==> config.mk <==
export PLATFORM = sky130hd
export DESIGN_NAME = de0_reset_seq
export DESIGN_NICKNAME = d
export VERILOG_FILES = /design/src/rtl/de0_reset_seq.sv
export SDC_FILE = /design/constraint.sdc
export NUM_CORES = 1
export LEC_CHECK = 0
export CORE_AREA = 2 2 70 72
export CTS_BUF_LIST = sky130_fd_sc_hd__clkbuf_4 sky130_fd_sc_hd__clkbuf_8
export DETAILED_ROUTE_END_ITERATION = 7
export DIE_AREA = 0 0 72 74
export PLACE_DENSITY = 0.71
export SLEW_MARGIN = 20
export SYNTH_ARGS = -nofsm -noshare
export SYNTH_HDL_FRONTEND = slang
export SYNTH_SLANG_ARGS = --single-unit
==> constraint.sdc <==
create_clock -name clock -period 3.39 [get_ports clock]
set_input_delay 0.8475 -clock clock [delete_from_list [all_inputs] [get_ports clock]]
set_output_delay 0.8475 -clock clock [all_outputs]
set_load 0.1 [all_outputs]
==> src/rtl/de0_reset_seq.sv <==
// de0_reset_seq: turns the board PLL lock flag into a clean system reset and
// the 6502 core clock-enable. The lock flag is synchronised, reset is held
// for a settle time after lock, short lock-loss glitches during RUN are
// filtered out, and once running the system clock is divided into cpu_ce.
// The FSM state is exported on 'state' for debug and checker binding.
module de0_reset_seq #(
   parameter logic [15:0] HOLD_CYCLES = 16'd1024, // settle cycles in HOLD (>=1)
   parameter int          LOSS_FILT   = 4         // unlocked RUN cycles that force re-reset (>=1)
) (
   input  logic       clock,
   input  logic       rst,
   input  logic       locked,
   input  logic       turbo,
   input  logic [7:0] div,
   output logic       sys_rst,
   output logic       ready,
   output logic       cpu_ce,
   output logic [1:0] state
);

   localparam int LW = $clog2(LOSS_FILT) + 1;
   localparam logic [LW-1:0] LCNT_MAX = LW'(LOSS_FILT - 1);
   localparam logic [15:0]   HCNT_MAX = HOLD_CYCLES - 16'd1;

   typedef enum logic [1:0] {
      S_WAIT = 2'b00,
      S_HOLD = 2'b01,
      S_RUN  = 2'b10
   } state_t;

   state_t          state_q;
   logic            sync1_q;
   logic            lock_s_q;
   logic [15:0]     hcnt_q;
   logic [LW-1:0]   lcnt_q;
   logic [7:0]      dcnt_q;
   logic [7:0]      dcnt_d;
   logic [7:0]      eff_m1;
   logic            run;

   // Two-flop synchroniser for the asynchronous PLL lock flag.
   always_ff @(posedge clock or posedge rst) begin
      if (rst) begin
         sync1_q  <= 1'b0;
         lock_s_q <= 1'b0;
      end else begin
         sync1_q  <= locked;
         lock_s_q <= sync1_q;
      end
   end

   // Divider terminal value: div==0 behaves like div==1. Comparing with >=
   // means a div lowered below the running count fires at once instead of
   // letting the count wrap through 255.
   always_comb begin
      eff_m1 = (div == 8'd0) ? 8'd0 : (div - 8'd1);
      run    = (state_q == S_RUN);
      cpu_ce = run & (turbo | (dcnt_q >= eff_m1));
      dcnt_d = cpu_ce ? 8'd0 : (dcnt_q + 8'd1);
   end

   // Reset sequencing FSM together with its hold, loss-filter and divider counters.
   always_ff @(posedge clock or posedge rst) begin
      if (rst) begin
         state_q <= S_WAIT;
         hcnt_q  <= 16'd0;
         lcnt_q  <= '0;
         dcnt_q  <= 8'd0;
      end else begin
         case (state_q)
            S_WAIT: begin
               hcnt_q <= 16'd0;
               lcnt_q <= '0;
               dcnt_q <= 8'd0;
               if (lock_s_q) begin
                  state_q <= S_HOLD;
               end
            end
            S_HOLD: begin
               lcnt_q <= '0;
               dcnt_q <= 8'd0;
               if (!lock_s_q) begin
                  // Any lock loss while settling restarts the whole sequence.
                  state_q <= S_WAIT;
                  hcnt_q  <= 16'd0;
               end else if (hcnt_q == HCNT_MAX) begin
                  state_q <= S_RUN;
                  hcnt_q  <= 16'd0;
               end else begin
                  hcnt_q <= hcnt_q + 16'd1;
               end
            end
            S_RUN: begin
               hcnt_q <= 16'd0;
               if (!lock_s_q && (lcnt_q == LCNT_MAX)) begin
                  state_q <= S_WAIT;
                  lcnt_q  <= '0;
                  dcnt_q  <= 8'd0;
               end else begin
                  lcnt_q <= lock_s_q ? '0 : (lcnt_q + 1'b1);
                  dcnt_q <= dcnt_d;
               end
            end
            default: begin
               // Unused encoding 2'b11 recovers to WAIT.
               state_q <= S_WAIT;
               hcnt_q  <= 16'd0;
               lcnt_q  <= '0;
               dcnt_q  <= 8'd0;
            end
         endcase
      end
   end

   assign sys_rst = (state_q != S_RUN);
   assign ready   = ~sys_rst;
   assign state   = state_q;

endmodule

## Word level (Yosys, flattened, before mapping)

Cells that the tools add are included.

| storage, ports and cells | value |
|---|---|
| latch bits | 0 |
| input port bits | 12 |
| flip-flop bits (word level) | 31 |
| memory bits (writable) | 0 |
| bits in read-only memories | 0 |
| memories | 0 |
| word-level logic and storage cells | 42 |
| output and inout port bits | 5 |

| cells by class | value |
|---|---|
| eq/ne operators | 8 |
| multipliers | 0 |
| shifts and indexed selects | 0 |
| reductions and logical operators | 5 |
| $add $sub $neg | 4 |
| muxes and demuxes | 15 |
| bitwise logic cells | 3 |
| div/mod/pow operators | 0 |
| $lt $le $gt $ge | 1 |

Operators with widths:

| cell | number |
|---|---|
| 2-to-1 mux 16 bit | 3 |
| 2-to-1 mux 8 bit | 4 |
| adder 16 x 1 -> 16 bit, second input constant | 1 |
| equality test 16 x 10 -> 1 bit, second input constant | 1 |
| 2-to-1 mux 3 bit | 3 |
| adder 8 x 1 -> 8 bit, second input constant | 1 |
| greater-or-equal comparator 8 bit | 1 |
| logical NOT 8 bit | 1 |
| 2-to-1 mux 2 bit | 4 |
| subtractor 8 x 1 -> 8 bit, second input constant | 1 |
| one-hot mux 2 bit (3 select lines) | 1 |
| inequality test 2 bit, second input constant | 2 |
| adder 3 x 1 -> 3 bit, second input constant | 1 |
| equality test 3 x 2 -> 1 bit, second input constant | 1 |
| inequality test 3 bit, second input constant | 1 |
| AND reduction 3 bit | 1 |
| equality test 2 x 1 -> 1 bit, second input constant | 1 |
| equality test 2 bit, second input constant | 1 |
| logical NOT 2 bit | 1 |
| inequality test 2 x 1 -> 1 bit, second input constant | 1 |
| AND 1 bit | 1 |
| logical AND 1 bit | 1 |
| logical NOT 1 bit | 1 |
| NOT 1 bit | 1 |
| bitwise OR 1 bit | 1 |

## Longest topological paths before layout

Gate-level depths: netlist of run 1.

| depth | value |
|---|---|
| depth in word-level cells | 8 |
| gate-level depth with buffers | 12 |
| depth with buffers taken out | 11 |

## Worst setup path before layout of run 1

No wires, ideal clock.

| path | value |
|---|---|
| kind | input-to-output |
| from | in div[0] |
| to | out cpu_ce |
| slack | -1,568 ps |
| arrival time | 4,110 ps |
| data required time | 2,543 ps |
| stages on the path | 10 |
| buffers on the path | 0 |
| path through | inv_1 ha_1 nor2b_1 nand3b_1 or3_1 and2_1 ha_1 o21ai_0 a221o_1 a21oi_1 |

| on the way | value |
|---|---|
| longest elaborated chain between the ends | 5 |
| elaborated cells on any way between the ends | 6 |
| classes of those cells | add/sub: 1; order compare: 1; mux: 1; bitwise: 2; reduce/logical: 1 |

Ends and longest elaborated chain:

| what | RTL line | RTL |
|---|---|---|
| start, declared | 14 | `input logic [7:0] div,` |
| subtractor 8 x 1 -> 8 bit or logical NOT 8 bit (tied branches) | 56 | `eff_m1 = (div == 8'd0) ? 8'd0 : (div - 8'd1);` |
| 2-to-1 mux 8 bit * | 56 |  |
| greater-or-equal comparator 8 bit * | 58 | `cpu_ce = run & (turbo \| (dcnt_q >= eff_m1));` |
| bitwise OR 1 bit * | 58 |  |
| AND 1 bit * | 58 |  |
| end, declared | 17 | `output logic cpu_ce,` |

Mark *: on every way between the ends. The rest lies on a longest branch, timed or not.

## Worst setup path after layout of run 1

| path | value |
|---|---|
| from | in div[4] |
| to | out cpu_ce |

Same word-level chain as after synthesis.

==> results of run 1 <==
[state kept, by name (all words and copies together) (netlist names)]
name      cells
state         2
lcnt_q        3
hcnt_q       16
sync1_q       1
lock_s_q      1
dcnt_q        8
[worst max-delay path: stages]
cell	delay, ns
dlygate4sd2_1	0.26
nor2_2	0.13
nand3b_1	0.11
or3_4	0.41
o21ai_2	0.07
ha_2	0.20
o21a_1	0.12
o21ai_2	0.06
a221o_1	0.38
a21oi_4	0.15
buf_12	0.19
[metrics by stage]
stage	total power [mW]	hold slack (ns)	setup slack (ns)	utilization [%]
floorplan	0.424	0.331	-0.500	-
global placement	0.461	0.333	-0.877	47.5
detailed placement	0.462	0.340	-0.903	47.5
CTS	0.839	0.355	-0.422	50.5
global route	0.864	0.362	-0.474	50.9
finish	0.829	0.354	-0.391	50.9
[repair_timing]
item                       4_1_cts  5_1_grt
setup endpoints to repair        9        1
hold endpoints to repair         0        0
buffers inserted                 2        0
resized for setup               20        4
pin swaps                       11        4
gates cloned                     0        0
[worst paths after layout]
kind	startpoint	end	slack (ns)
setup / recovery	div[4]	cpu_ce	-0.39
max in group asynchronous	rst	hcnt_q[3]	2.15
min in group asynchronous	rst	hcnt_q[11]	0.95
hold reg to reg	sync1_q	lock_s_q	0.35
setup reg to reg	dcnt_q[2]	dcnt_q[3]	1.36
hold / removal	sync1_q	lock_s_q	0.35
[routing by layer]
| metal | vias up | GRT usage, % | part of all wire, % |
|---|---|---|---|
| met5 | - | 0 | 0 |
| met3 | 6 | 4.07 | 4.0 |
| met4 | 0 | 6.08 | 1.1 |
| li1 | 705 | - | - |
| met2 | 18 | 25.0 | 49 |
| met1 | 665 | 16.7 | 46 |
[layout by cell type (no fill, tap or decap), types with 2 or more instances in the layout]
| cell | instances |
|---|---|
| and3_1 | 3 |
| buf_4 | 22 |
| dlygate4sd2_1 | 3 |
| ha_4 | 2 |
| nand2_1 | 6 |
| nor2b_1 | 2 |
| ha_1 | 10 |
| o21ai_2 | 3 |
| nand2b_1 | 2 |
| nand4_1 | 3 |
| buf_12 | 2 |
| xnor2_1 | 13 |
| clkdlybuf4s50_1 | 5 |
| nor4_1 | 5 |
| nand3_1 | 14 |
| inv_1 | 11 |
| nor2_1 | 21 |
| nor3b_1 | 3 |
| xor2_1 | 10 |
| clkbuf_8 | 6 |
| dfrtp_1 | 31 |
| nor3_1 | 13 |
[layout make-up]
cell class / instances / area [um^2] / area share, %
Multi-Input combinational cell: 134 / 991 / 42.4
Sequential cell: 31 / 776 / 33.2
Timing Repair Buffer: 34 / 307 / 13.1
Clock buffer: 6 / 82.6 / 3.53
Inverter: 14 / 81.3 / 3.48
Tap cell: 54 / 67.6 / 2.89
Clock inverter: 2 / 35.0 / 1.50
[cells by family after synthesis]
| group | synth area share, % |
|---|---|
| simple gates | 24.9 |
| flops | 44.1 |
| xor+xnor | 11.5 |
| buf+inv | 3.84 |
| compound gates | 5.90 |
| fa+ha+maj | 9.25 |
| mux | 0.569 |
[power breakdown]
group / leakage (nW) / switching [mW] / internal [mW] / total (mW)
clock network: 0.0612 / 0.134 / 0.238 / 0.372
registers: 0.425 / 0.00297 / 0.373 / 0.376
logic: 0.537 / 0.0410 / 0.0400 / 0.0810
==> results.json, run 1 <==
{
  "outcome": "finished with violations",
  "violations": "setup timing",
  "yosysTopAreaCellShare_pct": 44.1,
  "power_density_nw_per_um2": 354,
  "synth-seq-cells": 31,
  "timing.setup.tns_ns": -0.391,
  "final_layout_size_suffix_gt1_share_pct": 24.9,
  "fp.dieW_um": 72,
  "clockBufferDepth": 2,
  "fin_ws_ns": -0.391,
  "clock_sinks": 31,
  "worstSetupEndpointType": "primary output",
  "start_util_pct": 38.3,
  "gp_congestion": 0.808,
  "core_area_um2": 4600,
  "crit_arrival_ns": 2.93,
  "drv_slew": 0,
  "finClkSkew_ns": 0.00640,
  "final.period_utilization_pct": 112,
  "cts_tree": "done",
  "max_cap_viol_count": 0,
  "post_dp_cell_area_um2": 2180,
  "hold_buffers": 0,
  "cp_max_fo": 6,
  "ios": 17,
  "die_h_um": 74,
  "worstHoldPathCells": 0,
  "layout.nets": 245,
  "antenna_found_initial": 0,
  "drc": 0,
  "wire_per_inst_um": 12.3,
  "fill_cells": 429,
  "synth_warnings": 0,
  "worstSetupStartpointType": "input pin",
  "numPortBuffers": 16,
  "wl_um": 3390,
  "grt_max_degree": 32,
  "final_cell_area_um2": 2340,
  "ant_nets": 0,
  "relSlewSlack_pct": 60.4,
  "synthCells": 181,
  "synth-edff-count": 0,
  "grtUsageTotal_pct": 14.4,
  "die_area_um2": 5330,
  "cp.required_ns": 2.54,
  "setup_viol": 1,
  "antenna_cells": 0,
  "grt_pass1_wl_um": 5960,
  "cts-root-buf": "clkbuf_8",
  "worst_pin_slew_ns": 0.594,
  "dp_cells": 265,
  "synth_area_leader_cell": "dfrtp_1",
  "reg2regPathDepth": 7,
  "fmax_mhz": 265,
  "worst-setup-path-type": "input pin to primary output",
  "leakage_nw": 1.02,
  "synth_fp_nets": 206,
  "final_cells": 275,
  "avgViaCountPerCell": 5.07,
  "htreeDepth": 2,
  "first_global_vias": 1417,
  "drt-initial-drc-count": 46,
  "syn2layout_area_growth_pct": 33.0,
  "grt_overflow": 0,
  "post-synth-top-count-cell": "dfrtp_1",
  "hold_viol": 0,
  "clk_pin_slew_ns": 0.06,
  "dp_hpwl_um": 2500,
  "synth.area.top_cells": "dfrtp_1 (44%), ha_1 (9.2%), xnor2_1 (6.5%)",
  "vdd_drop_max_uv": 397,
  "synth_seq_area_share_pct": 44.1,
  "fin_crit_ns": 3.78,
  "synth_flop_cell": "dfrtp_1",
  "clock_latency_ns": 0.28,
  "ys_top_cells_by_count": "dfrtp_1 (31), nor2_1 (22), inv_1 (14), nand3_1 (14), nor3_1 (14)",
  "firstDrtPassIters": 4,
  "min_path_type": "flop to flop",
  "placement_rows": 25,
  "avgSynthCellArea_um2": 9.72,
  "synth.distinct_cells": 35,
  "cts_made_buffers": 5,
  "synth_area_um2": 1760,
  "rsz0062_at_grt": "true",
  "synth-async-reset-ratio_pct": 100,
  "via_count": 1394
}
Note: power is estimated with default switching activity, not from simulation.
==> inputs of run 2 (changes only) <==
--- a/config.mk
+++ b/config.mk
@@ -9,6 +9,7 @@
 export CTS_BUF_LIST = sky130_fd_sc_hd__clkbuf_4 sky130_fd_sc_hd__clkbuf_8
 export DETAILED_ROUTE_END_ITERATION = 7
 export DIE_AREA = 0 0 72 74
+export GPL_TIMING_DRIVEN = 0
 export PLACE_DENSITY = 0.71
 export SLEW_MARGIN = 20
 export SYNTH_ARGS = -nofsm -noshare
==> run 2 against run 1 <==
  * The run still ends with setup timing left
  * Sequential share of layout area rose by 0.85 points
  * Cell count fell by 3.6%
  * Combinational power fell by 7.5%
  * Clock skew fell by 0.0035 ns
  * Non-clock buffer count fell by 10
  * Clock power rose by 2%
  * Flip-flop and latch count did not move
==> results.json, run 2 (synthesis results as in run 1) <==
{
  "p_sw_uw": 185,
  "fp.dieW_um": 72,
  "cts-root-buf": "clkbuf_8",
  "cts_tree": "done",
  "antenna_found_initial": 0,
  "die_area_um2": 5330,
  "rrSetupSlack_ns": 1.48,
  "avgViaCountPerCell": 5.06,
  "relSlewSlack_pct": 35.4,
  "layout.nets": 235,
  "p_clk_share_pct": 45.7,
  "r2r-end": "dcnt_q[2]",
  "power_density_nw_per_um2": 364,
  "largest_register_ffs": 16,
  "dp_hpwl_um": 2290,
  "fill_cells": 418,
  "violations": "setup timing",
  "layout_commonest_cell": "dfrtp_1",
  "cp_max_fo": 6,
  "worstSetupStartpointType": "input pin",
  "r2r_start": "dcnt_q[2]",
  "grt_pass1_wl_um": 5800,
  "clk_pin_slew_ns": 0.07,
  "dp_slack_ns": -1.96,
  "syn2layout_area_growth_pct": 29.7,
  "grt_overflow": 0,
  "p_comb_share_pct": 9.0,
  "via_count": 1340,
  "cp.required_ns": 2.54,
  "cp-startpoint": "div[0]",
  "ios": 17,
  "hold_viol": 0,
  "clockBufferDepth": 2,
  "largest-register": "hcnt_q",
  "drc": 0,
  "core_area_um2": 4600,
  "hold_ws_ns": 0.353,
  "sw_frac_of_total_pct": 22.3,
  "cts_made_buffers": 5,
  "gp_congestion": 0.836,
  "drt-initial-drc-count": 35,
  "vdd_drop_max_uv": 343,
  "finClkSkew_ns": 0.00288,
  "final.period_utilization_pct": 113,
  "layout_common_cells": "dfrtp_1 (31), nor2_1 (21), nand3_1 (14)",
  "htreeDepth": 2,
  "wire_per_inst_um": 12.2,
  "outcome": "finished with violations",
  "drv_slew": 0,
  "numPortBuffers": 16,
  "firstDrtPassIters": 4,
  "antenna_cells": 0,
  "power_frac_seq_pct": 45.2,
  "die_h_um": 74,
  "rsz0062_at_grt": "true",
  "reg2regPathDepth": 6,
  "grt_max_degree": 32,
  "final_cells": 265,
  "setup_viol": 1,
  "clock_sinks": 31,
  "max_cap_viol_count": 0,
  "fin_crit_ns": 3.82,
  "worst_pin_slew_ns": 0.966,
  "leakage_nw": 0.971,
  "placement_rows": 25,
  "start_util_pct": 38.3,
  "top_regs": "hcnt_q x16, dcnt_q x8, lcnt_q x3",
  "ant_nets": 0,
  "fmax_mhz": 262,
  "wl_um": 3240,
  "grtUsageTotal_pct": 14.2,
  "hold_buffers": 0,
  "min_path_type": "flop to flop",
  "crit_arrival_ns": 2.97,
  "worstSetupEndpointType": "primary output",
  "worst-setup-path-type": "input pin to primary output",
  "dp_cells": 251,
  "internal-power_uw": 645,
  "first_global_vias": 1309,
  "clock_latency_ns": 0.29,
  "endpoint": "cpu_ce",
  "fin_ws_ns": -0.426,
  "final_layout_size_suffix_gt1_share_pct": 20.4
}
==> run 2: through the flow <==
stage | total power, mW | utilization [%] | setup TNS (ns) | area [um^2]
2_1_floorplan | 0.424 | - | -0.500 | 1850
3_3_place_gp | 0.449 | 45.2 | -4.44 | 2080
3_5_place_dp | 0.450 | 45.2 | -4.80 | 2080
4_1_cts | 0.841 | 49.4 | -0.419 | 2270
5_1_grt | 0.863 | 49.6 | -0.540 | 2280
6_report | 0.830 | 49.6 | -0.426 | 2280
==> run 2: per-layer routing <==
layer	vias to the layer above	wire length (um)	GRT usage [%]
met1	626	1550	17.9
met3	6	141	4.47
met4	0	46	4.61
met5	-	0	0
met2	18	1500	23.4
li1	690	-	-
==> run 2: power groups by stage <==
| stage | logic (mW) | registers, mW | clock network (mW) |
|---|---|---|---|
| global placement | 0.0664 | 0.383 | 0 |
| global route | 0.0841 | 0.376 | 0.402 |
| finish | 0.0749 | 0.376 | 0.380 |
| detailed placement | 0.0676 | 0.383 | 0 |
| floorplan | 0.0370 | 0.387 | 0 |
| CTS | 0.0757 | 0.376 | 0.390 |
==> run 2: how the worst min path moves through the flow <==
stage          startpoint        to  slack (ns)  cells after the start
2_1_floorplan     sync1_q  lock_s_q        0.33                      0
3_3_place_gp      sync1_q  lock_s_q        0.33                      0
3_5_place_dp      sync1_q  lock_s_q        0.34                      0
4_1_cts           sync1_q  lock_s_q        0.35                      0
5_1_grt           sync1_q  lock_s_q        0.37                      0
6_report          sync1_q  lock_s_q        0.35                      0
==> run 2: cell type report <==
| class | instances | area, um^2 | area share [%] |
|---|---|---|---|
| Buffer | 2 | 15.0 | 0.658 |
| Clock buffer | 6 | 82.6 | 3.62 |
| Clock inverter | 2 | 35.0 | 1.54 |
| Inverter | 14 | 76.3 | 3.35 |
| Multi-Input combinational cell | 134 | 1010 | 44.2 |
| Sequential cell | 31 | 776 | 34.0 |
| Tap cell | 54 | 67.6 | 2.96 |
| Timing Repair Buffer | 22 | 220 | 9.65 |
==> run 2: worst max-delay path: stages <==
cell      delay (ns)
buf_8           0.11
inv_8           0.04
ha_4            0.12
nor2b_4         0.14
nand3b_1        0.11
or3_4           0.38
and2_4          0.18
ha_4            0.26
o21ai_4         0.05
a221o_1         0.35
a21oi_4         0.18
buf_12          0.19
==> run 2: what timing repair did <==
item,4_1_cts,5_1_grt
endpoints found under the setup margin,9,1
gates resized for setup,33,2
buffers inserted,6,0
pin swaps,10,0
==> inputs of run 3 (changes only) <==
--- a/config.mk
+++ b/config.mk
@@ -11,6 +11,7 @@
 export DIE_AREA = 0 0 72 74
 export GPL_TIMING_DRIVEN = 0
 export PLACE_DENSITY = 0.71
+export SKIP_CTS_REPAIR_TIMING = 1
 export SLEW_MARGIN = 20
 export SYNTH_ARGS = -nofsm -noshare
 export SYNTH_HDL_FRONTEND = slang
==> run 3 against run 2 <==
  * Fmax down 0.70%
  * Highest routed layer unchanged
  * Largest cell class unchanged
  * Clock skew about the same
  * Sequential share of layout area unchanged
  * The flow still finishes with violations (setup timing)
==> results.json, run 3 (synthesis results as in run 1) <==
{
  "outcome": "finished with violations",
  "violations": "setup timing",
  "min_path_type": "flop to flop",
  "cp_cell_sequence": "buf_8 > inv_12 > ha_4 > nor2b_4 > nand3b_1 > or3_4 > and2_4 > ha_4 > o21ai_2 > a221o_1 > a21oi_4 > buf_12",
  "crit_arrival_ns": 3.00,
  "cp_slowest_cell": "or3_4",
  "max_cap_viol_count": 0,
  "antenna_found_initial": 0,
  "cp-startpoint": "div[1]",
  "critPathMostFrequentCell": "ha_4",
  "finClkSkew_ns": 0.00289,
  "finalPower_uw": 828,
  "worstSetupStartpointType": "input pin",
  "p_comb_share_pct": 8.7,
  "dp_hpwl_um": 2290,
  "grt_max_degree": 32,
  "setup_viol": 1,
  "top_regs": "hcnt_q x16, dcnt_q x8, lcnt_q x3",
  "worst_pin_slew_ns": 0.966,
  "wire_per_inst_um": 12.1,
  "htreeDepth": 2,
  "drt-initial-drc-count": 41,
  "post_dp_cell_area_um2": 2080,
  "layout_common_cells": "dfrtp_1 (31), nor2_1 (21), nand3_1 (14)",
  "hold_ws_ns": 0.353,
  "cts_made_buffers": 5,
  "final_cell_area_um2": 2280,
  "relSlewSlack_pct": 35.4,
  "final_layout_size_suffix_gt1_share_pct": 19.5,
  "dp_cells": 251,
  "clock_latency_ns": 0.29,
  "dp_slack_ns": -1.96,
  "final.period_utilization_pct": 113,
  "start_util_pct": 38.3,
  "ant_nets": 0,
  "p_clk_share_pct": 45.9,
  "grtUsageTotal_pct": 13.8,
  "r2r_start": "dcnt_q[2]",
  "fin_crit_ns": 3.84,
  "placement_rows": 25,
  "hold_viol": 0,
  "worstSetupEndpointType": "primary output",
  "core_area_um2": 4600,
  "cp.required_ns": 2.54,
  "syn2layout_area_growth_pct": 29.7,
  "final_cells": 264,
  "fp.dieW_um": 72,
  "reg2regPathDepth": 6,
  "firstDrtPassIters": 4,
  "cp_max_fo": 6,
  "worst-setup-path-type": "input pin to primary output",
  "grt_overflow": 0,
  "wl_um": 3180,
  "max_stage_delay_ns": 0.39,
  "p_sw_uw": 183,
  "timing.setup.tns_ns": -0.453,
  "numPortBuffers": 16,
  "clock_sinks": 31,
  "drc": 0,
  "fmax_mhz": 260,
  "cts-root-buf": "clkbuf_8",
  "power_frac_seq_pct": 45.4,
  "first_global_vias": 1271,
  "layout_commonest_cell": "dfrtp_1",
  "die_area_um2": 5330,
  "leakage_nw": 0.996,
  "clk_pin_slew_ns": 0.07,
  "worstHoldPathCells": 0,
  "largest-register": "hcnt_q",
  "avgViaCountPerCell": 5.08,
  "vdd_drop_max_uv": 343,
  "grt_pass1_wl_um": 5640,
  "largest_register_ffs": 16,
  "power_density_nw_per_um2": 363,
  "rsz0062_at_grt": "true",
  "via_count": 1341,
  "layout.nets": 234,
  "min_from": "sync1_q",
  "drv_slew": 0,
  "cts_tree": "done",
  "die_h_um": 74,
  "clockBufferDepth": 2,
  "gp_congestion": 0.836,
  "internal-power_uw": 645,
  "fin_util_pct": 49.6,
  "antenna_cells": 0,
  "ios": 17,
  "fin_ws_ns": -0.453,
  "sw_frac_of_total_pct": 22.1
}
run 3: power groups by stage:
stage	Combinational (mW)	Clock [mW]	Sequential, mW
after floorplan	0.0370	0	0.387
after CTS	0.0682	0.390	0.376
after global placement	0.0664	0	0.383
final	0.0724	0.380	0.376
after global routing	0.0815	0.402	0.376
after detailed placement	0.0676	0	0.383
run 3: area by class of cell:
| cell class | instances | area (um^2) |
|---|---|---|
| inverter | 14 | 81.3 |
| multi-input combinational | 134 | 996 |
| tap | 54 | 67.6 |
| fill | 418 | 2320 |
| timing repair buffer | 21 | 228 |
| sequential | 31 | 776 |
| clock inverter | 2 | 35.0 |
| buffer | 2 | 15.0 |
| clock buffer | 6 | 82.6 |
run 3: per-layer routing:
| metal | up-vias | routed length, um | global-route usage [%] |
|---|---|---|---|
| li1 | 686 | - | - |
| met1 | 631 | 1530 | 17.7 |
| met2 | 18 | 1470 | 22.1 |
| met3 | 6 | 135 | 4.47 |
| met4 | 0 | 46 | 4.61 |
| met5 | - | 0 | 0 |
run 3: worst paths after layout:
check	endpoint	slack, ns
max	cpu_ce	-0.45
min	lock_s_q	0.35
max reg2reg	dcnt_q[2]	1.49
min reg2reg	lock_s_q	0.35
max in group asynchronous	dcnt_q[0]	2.03
min in group asynchronous	hcnt_q[15]	0.96
run 3: worst max-delay path, delay by kind of cell:
| family | cells | cell delay [ns] |
|---|---|---|
| adder cells (fa/ha/maj) | 2 | 0.37 |
| AO/OA/AOI/OAI | 3 | 0.60 |
| AND/OR/NAND/NOR | 4 | 0.84 |
| buffers and inverters | 3 | 0.34 |
